**src/rtl/score_display_ctrl.sv**
```systemverilog
// Two-player score keeper that draws each score as a 4-column x 9-row digit glyph.
// Optional macro WIN_FLASH_EN blinks the winner's digit while the game is over.
module score_display_ctrl #(
   parameter logic [3:0] WIN_SCORE    = 4'd7,
   parameter logic [7:0] FLASH_FRAMES = 8'd30
) (
   input  logic        clk,
   input  logic        reset,
   input  logic        frame_tick,
   input  logic        p1_point,
   input  logic        p2_point,
   input  logic        clear,
   output logic [35:0] p1_glyph,
   output logic [35:0] p2_glyph,
   output logic        p1_visible,
   output logic        p2_visible,
   output logic        busy,
   output logic        game_over,
   output logic        winner
);

   typedef enum logic [1:0] {IDLE, LOAD, RUN, OVER} state_t;

   state_t      state_reg, state_next;
   logic [1:0]  col_reg, col_next;
   logic [3:0]  s1_reg, s1_next, s2_reg, s2_next;
   logic        pend1_reg, pend1_next, pend2_reg, pend2_next;
   logic [35:0] p1_glyph_reg, p1_glyph_next, p2_glyph_reg, p2_glyph_next;
   logic        game_over_reg, game_over_next;
   logic        winner_reg, winner_next;
   logic [35:0] font1, font2;
`ifdef WIN_FLASH_EN
   logic [7:0]  flash_reg, flash_next;
   logic        vis1_reg, vis1_next, vis2_reg, vis2_next;
`endif

   // Glyph packing is {col3, col2, col1, col0}; bit 0 of each column is the top row.
   function automatic logic [35:0] font(input logic [3:0] d);
      case (d)
         4'd0:    font = {9'h1FF, 9'h101, 9'h101, 9'h1FF};
         4'd1:    font = {9'h000, 9'h1FF, 9'h000, 9'h000};
         4'd2:    font = {9'h11F, 9'h111, 9'h111, 9'h1F1};
         4'd3:    font = {9'h1FF, 9'h111, 9'h111, 9'h111};
         4'd4:    font = {9'h1FF, 9'h010, 9'h010, 9'h01F};
         4'd5:    font = {9'h1F1, 9'h111, 9'h111, 9'h11F};
         4'd6:    font = {9'h1F1, 9'h111, 9'h111, 9'h1FF};
         4'd7:    font = {9'h1FF, 9'h001, 9'h001, 9'h001};
         4'd8:    font = {9'h1FF, 9'h111, 9'h111, 9'h1FF};
         4'd9:    font = {9'h1FF, 9'h111, 9'h111, 9'h11F};
         default: font = 36'h0;
      endcase
   endfunction

   assign font1 = font(s1_reg);
   assign font2 = font(s2_reg);

   always_comb begin
      state_next     = state_reg;
      col_next       = col_reg;
      s1_next        = s1_reg;
      s2_next        = s2_reg;
      pend1_next     = pend1_reg;
      pend2_next     = pend2_reg;
      p1_glyph_next  = p1_glyph_reg;
      p2_glyph_next  = p2_glyph_reg;
      game_over_next = game_over_reg;
      winner_next    = winner_reg;
`ifdef WIN_FLASH_EN
      flash_next     = flash_reg;
      vis1_next      = vis1_reg;
      vis2_next      = vis2_reg;
`endif

      unique case (state_reg)
         IDLE: begin
            pend1_next = pend1_reg | p1_point;
            pend2_next = pend2_reg | p2_point;
            state_next = LOAD;
            col_next   = 2'd0;
         end
         LOAD: begin
            for (int k = 0; k < 4; k++) begin
               if (col_reg == 2'(k)) begin
                  p1_glyph_next[9*k +: 9] = font1[9*k +: 9];
                  p2_glyph_next[9*k +: 9] = font2[9*k +: 9];
               end
            end
            col_next = col_reg + 2'd1;
            if (col_reg == 2'd3) begin
               if (s1_reg == WIN_SCORE || s2_reg == WIN_SCORE) begin
                  state_next     = OVER;
                  game_over_next = 1'b1;
                  winner_next    = (s1_reg != WIN_SCORE);
               end else begin
                  state_next = RUN;
               end
            end
         end
         RUN: begin
            if (frame_tick && (pend1_reg || pend2_reg)) begin
               if (pend1_reg && s1_reg < WIN_SCORE) s1_next = s1_reg + 4'd1;
               if (pend2_reg && s2_reg < WIN_SCORE) s2_next = s2_reg + 4'd1;
               // A pulse landing on the applying tick starts the next frame's pend.
               pend1_next = p1_point;
               pend2_next = p2_point;
               state_next = LOAD;
               col_next   = 2'd0;
            end else begin
               pend1_next = pend1_reg | p1_point;
               pend2_next = pend2_reg | p2_point;
            end
         end
         OVER: begin
`ifdef WIN_FLASH_EN
            if (frame_tick) begin
               if (flash_reg == 8'(FLASH_FRAMES - 8'd1)) begin
                  flash_next = 8'd0;
                  if (winner_reg) vis2_next = ~vis2_reg;
                  else            vis1_next = ~vis1_reg;
               end else begin
                  flash_next = flash_reg + 8'd1;
               end
            end
`endif
         end
         default: state_next = IDLE;
      endcase

      // New game: glyphs keep their old columns until LOAD overwrites them.
      if (clear) begin
         s1_next        = 4'd0;
         s2_next        = 4'd0;
         pend1_next     = 1'b0;
         pend2_next     = 1'b0;
         game_over_next = 1'b0;
         winner_next    = 1'b0;
         state_next     = LOAD;
         col_next       = 2'd0;
`ifdef WIN_FLASH_EN
         flash_next     = 8'd0;
         vis1_next      = 1'b1;
         vis2_next      = 1'b1;
`endif
      end
   end

   always_ff @(posedge clk) begin
      if (!reset) begin
         state_reg     <= IDLE;
         col_reg       <= 2'd0;
         s1_reg        <= 4'd0;
         s2_reg        <= 4'd0;
         pend1_reg     <= 1'b0;
         pend2_reg     <= 1'b0;
         p1_glyph_reg  <= 36'h0;
         p2_glyph_reg  <= 36'h0;
         game_over_reg <= 1'b0;
         winner_reg    <= 1'b0;
`ifdef WIN_FLASH_EN
         flash_reg     <= 8'd0;
         vis1_reg      <= 1'b1;
         vis2_reg      <= 1'b1;
`endif
      end else begin
         state_reg     <= state_next;
         col_reg       <= col_next;
         s1_reg        <= s1_next;
         s2_reg        <= s2_next;
         pend1_reg     <= pend1_next;
         pend2_reg     <= pend2_next;
         p1_glyph_reg  <= p1_glyph_next;
         p2_glyph_reg  <= p2_glyph_next;
         game_over_reg <= game_over_next;
         winner_reg    <= winner_next;
`ifdef WIN_FLASH_EN
         flash_reg     <= flash_next;
         vis1_reg      <= vis1_next;
         vis2_reg      <= vis2_next;
`endif
      end
   end

   assign p1_glyph  = p1_glyph_reg;
   assign p2_glyph  = p2_glyph_reg;
   assign busy      = (state_reg == LOAD);
   assign game_over = game_over_reg;
   assign winner    = winner_reg;
`ifdef WIN_FLASH_EN
   assign p1_visible = vis1_reg;
   assign p2_visible = vis2_reg;
`else
   assign p1_visible = 1'b1;
   assign p2_visible = 1'b1;
`endif

endmodule

```
**config.mk**
```make
export PLATFORM = sky130hd
export DESIGN_NAME = score_display_ctrl
export DESIGN_NICKNAME = d
export VERILOG_FILES = /design/src/rtl/score_display_ctrl.sv
export SDC_FILE = /design/constraint.sdc
export NUM_CORES = 1
export LEC_CHECK = 0
export CORE_MARGIN = 2
export CORE_UTILIZATION = 50
export CTS_CLUSTER_SIZE = 20
export DETAILED_ROUTE_END_ITERATION = 16
export GPL_ROUTABILITY_DRIVEN = 0
export MAX_ROUTING_LAYER = met4
export PLACE_DENSITY = 0.81
export SLEW_MARGIN = 5
export SYNTH_ARGS = -nofsm -noshare
export SYNTH_HDL_FRONTEND = slang
export SYNTH_SLANG_ARGS = --single-unit
```
**constraint.sdc**
```tcl
create_clock -name clk -period 5.3 [get_ports clk]
set_clock_uncertainty 0.05 [all_clocks]
set_input_delay 1.325 -clock clk [delete_from_list [all_inputs] [get_ports clk]]
set_output_delay 1.325 -clock clk [all_outputs]
set_load 0.1 [all_outputs]
```
==> qor.txt <==
startpoint type of the worst setup path: flip-flop
Sw Ratio: 0.3029
vias in the first global route: 2303
num rows: 29
Internal: 0.8491 mW
cts hold-fix bufs: 0
Top FF cell, synth: dfxtp_1
Synthesis Warnings: 0
Post-DP HPWL: 4671 µm
Unique masters post-synth: 39
Max FO, Critical Path: 39
CP Buf/Inv Count: 2
DP Cell Count: 468
post-synthesis sequential area ratio: 0.4337
worst-path cell chain: nor2b_2 > buf_4 > clkdlybuf4s50_1
leakage power figure: 1.517 nW
Avg Synthesized Cell Area: 9.006 µm²
Syn Inst Count: 369
pwr dens: 305.5 mW/mm²
Yosys top cell area share: 0.4337
via count: 2535
pin slew with the least headroom to its limit: 979.2 ps
number of flops mapped to enable cells by yosys: 0
post-route DRC violation count: 0
setup bufs post-CTS: 0
CP top delay family: buffers and inverters
Overflow after GRT: 0
initial antenna violation count: 0
CP max-delay cell: clkdlybuf4s50_1
Layout fillers: 534
WL per Instance: 13.62 µm
count leader, synth: dfxtp_1
Max Slew Vio Count: 0
worst path arrival time: 2500 ps
die width: 85.53 µm
Worst Hold Class: flip-flop to flip-flop
Comb power frac: 0.158
Commonest cells post-synth: 72 x dfxtp_1, 46 x buf_4, 45 x nand2_1, 30 x a21boi_0, 30 x nand3_1
Routed Antenna Nets: 0
nets: 424
first-pass GRT wire length: 10740 µm
setup slack at placement: 1475 ps
# resized after CTS: 0
Max VDD drop: 0.1967 mV
Final WS setup: 1429 ps
share of layout cells above drive strength 1: 0.08600
H-tree levels: 3
Fin. Hold Viols: 0
clk_lat worst skew: 340 ps
critical setup path kind: flip-flop to output pin
Num CTS Buffers: 9
CTS tree: built
Multi-input gate area: 0.001481 mm²
total global-route track usage: 0.1901
final core occ: 0.6242
I/O pin total: 83
IO buf count: 68
Slew Limit Headroom: 0.3452
final setup fails: 0
clk slew on worst S/H paths: 80 ps
die height: 85.53 µm
post-synthesis register bit count: 72
DR iter-0 viols: 151
CTS root buf: clkbuf_8
Register Area: 0.001441 mm²
Area Overhead vs Synth: 19.95%
drt total wl: 6594 µm
Max Cap Viol: 0
share of flip-flops with an asynchronous set or reset: 0
drt first pass iters: 4
Die ar.: 0.007315 mm²
Worst setup EP type: output pin
sequential share of power: 0.456
status: finished clean
top cells by area in the synthesized netlist: dfxtp_1 43%, buf_4 10%, a21boi_0 6.8%, ha_1 6.0%, nand2_1 5.1%
Sink Count: 72
setup_tns: 0 ps
Syn Std Cell Area: 0.003323 mm²
Core Area: 0.006386 mm²
initial core utilization: 0.5204
Crit path required time: 3920 ps
diode count: 0
Switching Power: 0.3689 mW
FMAX: 258.3 MHz
Layout Cells excl Fill: 484
RSZ-0062 raised after global routing: false
post-synth top area cell: dfxtp_1
part of the power in the clock network: 0.386
pin count of the biggest net entering global routing: 40
via density per instance: 5.238
Worst path max stage delay: 1210 ps
Clock Tree Buf Depth: 2
min cycle time layout: 3871 ps
Final Cycle Share: 0.7303
[metrics by stage]
step	power, mW	instance area [µm²]	hold slack (ps)
floorplan	0.7395	3368	387.7
global placement	0.7581	3767	396.6
detailed placement	0.7600	3767	401.7
CTS	1.224	3986	414.2
global route	1.259	3986	426.2
finish	1.218	3986	412.1
[path summary, 6_finish.rpt]
check / startpoint / endpoint / slack, ps / cells after the start
min reg2reg: font2[25] / p2_glyph[25] / 410 / 2
min: font2[25] / p2_glyph[25] / 410 / 2
max reg2reg: s1_reg[0] / font1[22] / 2970 / 8
max: state_reg[0] / busy / 1430 / 3
[worst min-delay path: cells and delay by family (launching register included)]
family / cells / cell delay (ps)
AOI/OAI and AO/OA: 1 / 60
DFF: 1 / 300
and+or+nand+nor: 1 / 50
[power by group through the flow]
stage / clock network [mW] / registers [mW] / logic (mW)
6_report: 0.470 / 0.555 / 0.192
3_5_place_dp: 0 / 0.568 / 0.192
2_1_floorplan: 0 / 0.618 / 0.121
5_1_grt: 0.504 / 0.556 / 0.199
4_1_cts: 0.477 / 0.555 / 0.192
3_3_place_gp: 0 / 0.567 / 0.191
[logic make-up (layout without fill, tap and decap cells)]
group / Yosys count / after routing / synth area share
adders and majority gates: 16 / 16 / 0.06024
AOI/OAI and AO/OA: 72 / 72 / 0.1476
DFF: 72 / 72 / 0.4337
and+or+nand+nor: 120 / 120 / 0.1762
muxes: 10 / 10 / 0.03464
buffers and inverters: 73 / 99 / 0.1348
other: 2 / 14 / 0.002260
xor gates and xnor gates: 4 / 4 / 0.01054
[per-layer routing]
metal / GRT usage / share of wire / routed length [µm] / vias up
met5: - / 0 / 0 / -
met4: 0.09812 / 0.019 / 125 / 0
met3: 0.03657 / 0.051 / 335 / 11
met2: 0.2969 / 0.48 / 3140 / 85
met1: 0.2343 / 0.45 / 2991 / 1170
li1: - / - / - / 1269
[placed cells by master (no fill, tap or decap), drive strengths merged, types with 3 or more instances in the layout]
master	synthesis	routed
clkbuf	12	9
o21ai	11	11
mux2i	4	4
a21oi	6	6
nor3	4	4
nor2	16	16
nand3	30	30
buf	49	3
nor2b	6	6
nand2b	3	3
clkinv	0	3
a21boi	30	30
nand2	45	45
and2b	3	3
inv	12	13
xnor2	4	4
and3	4	4
clkdlybuf4s50	0	68
conb	2	14
dfxtp	72	72
ha	16	16
o22ai	14	14
mux2	6	6
[final cells by class]
class                           count  area share
Multi-Input combinational cell    236      0.3716
Inverter                           12     0.01130
Timing Repair Buffer               71      0.1764
Sequential cell                    72      0.3616
Tap cell                           77     0.02417
Clock inverter                      7     0.02385
Clock buffer                        9     0.03107
No activity file was read; power rests on OpenSTA's default activity.
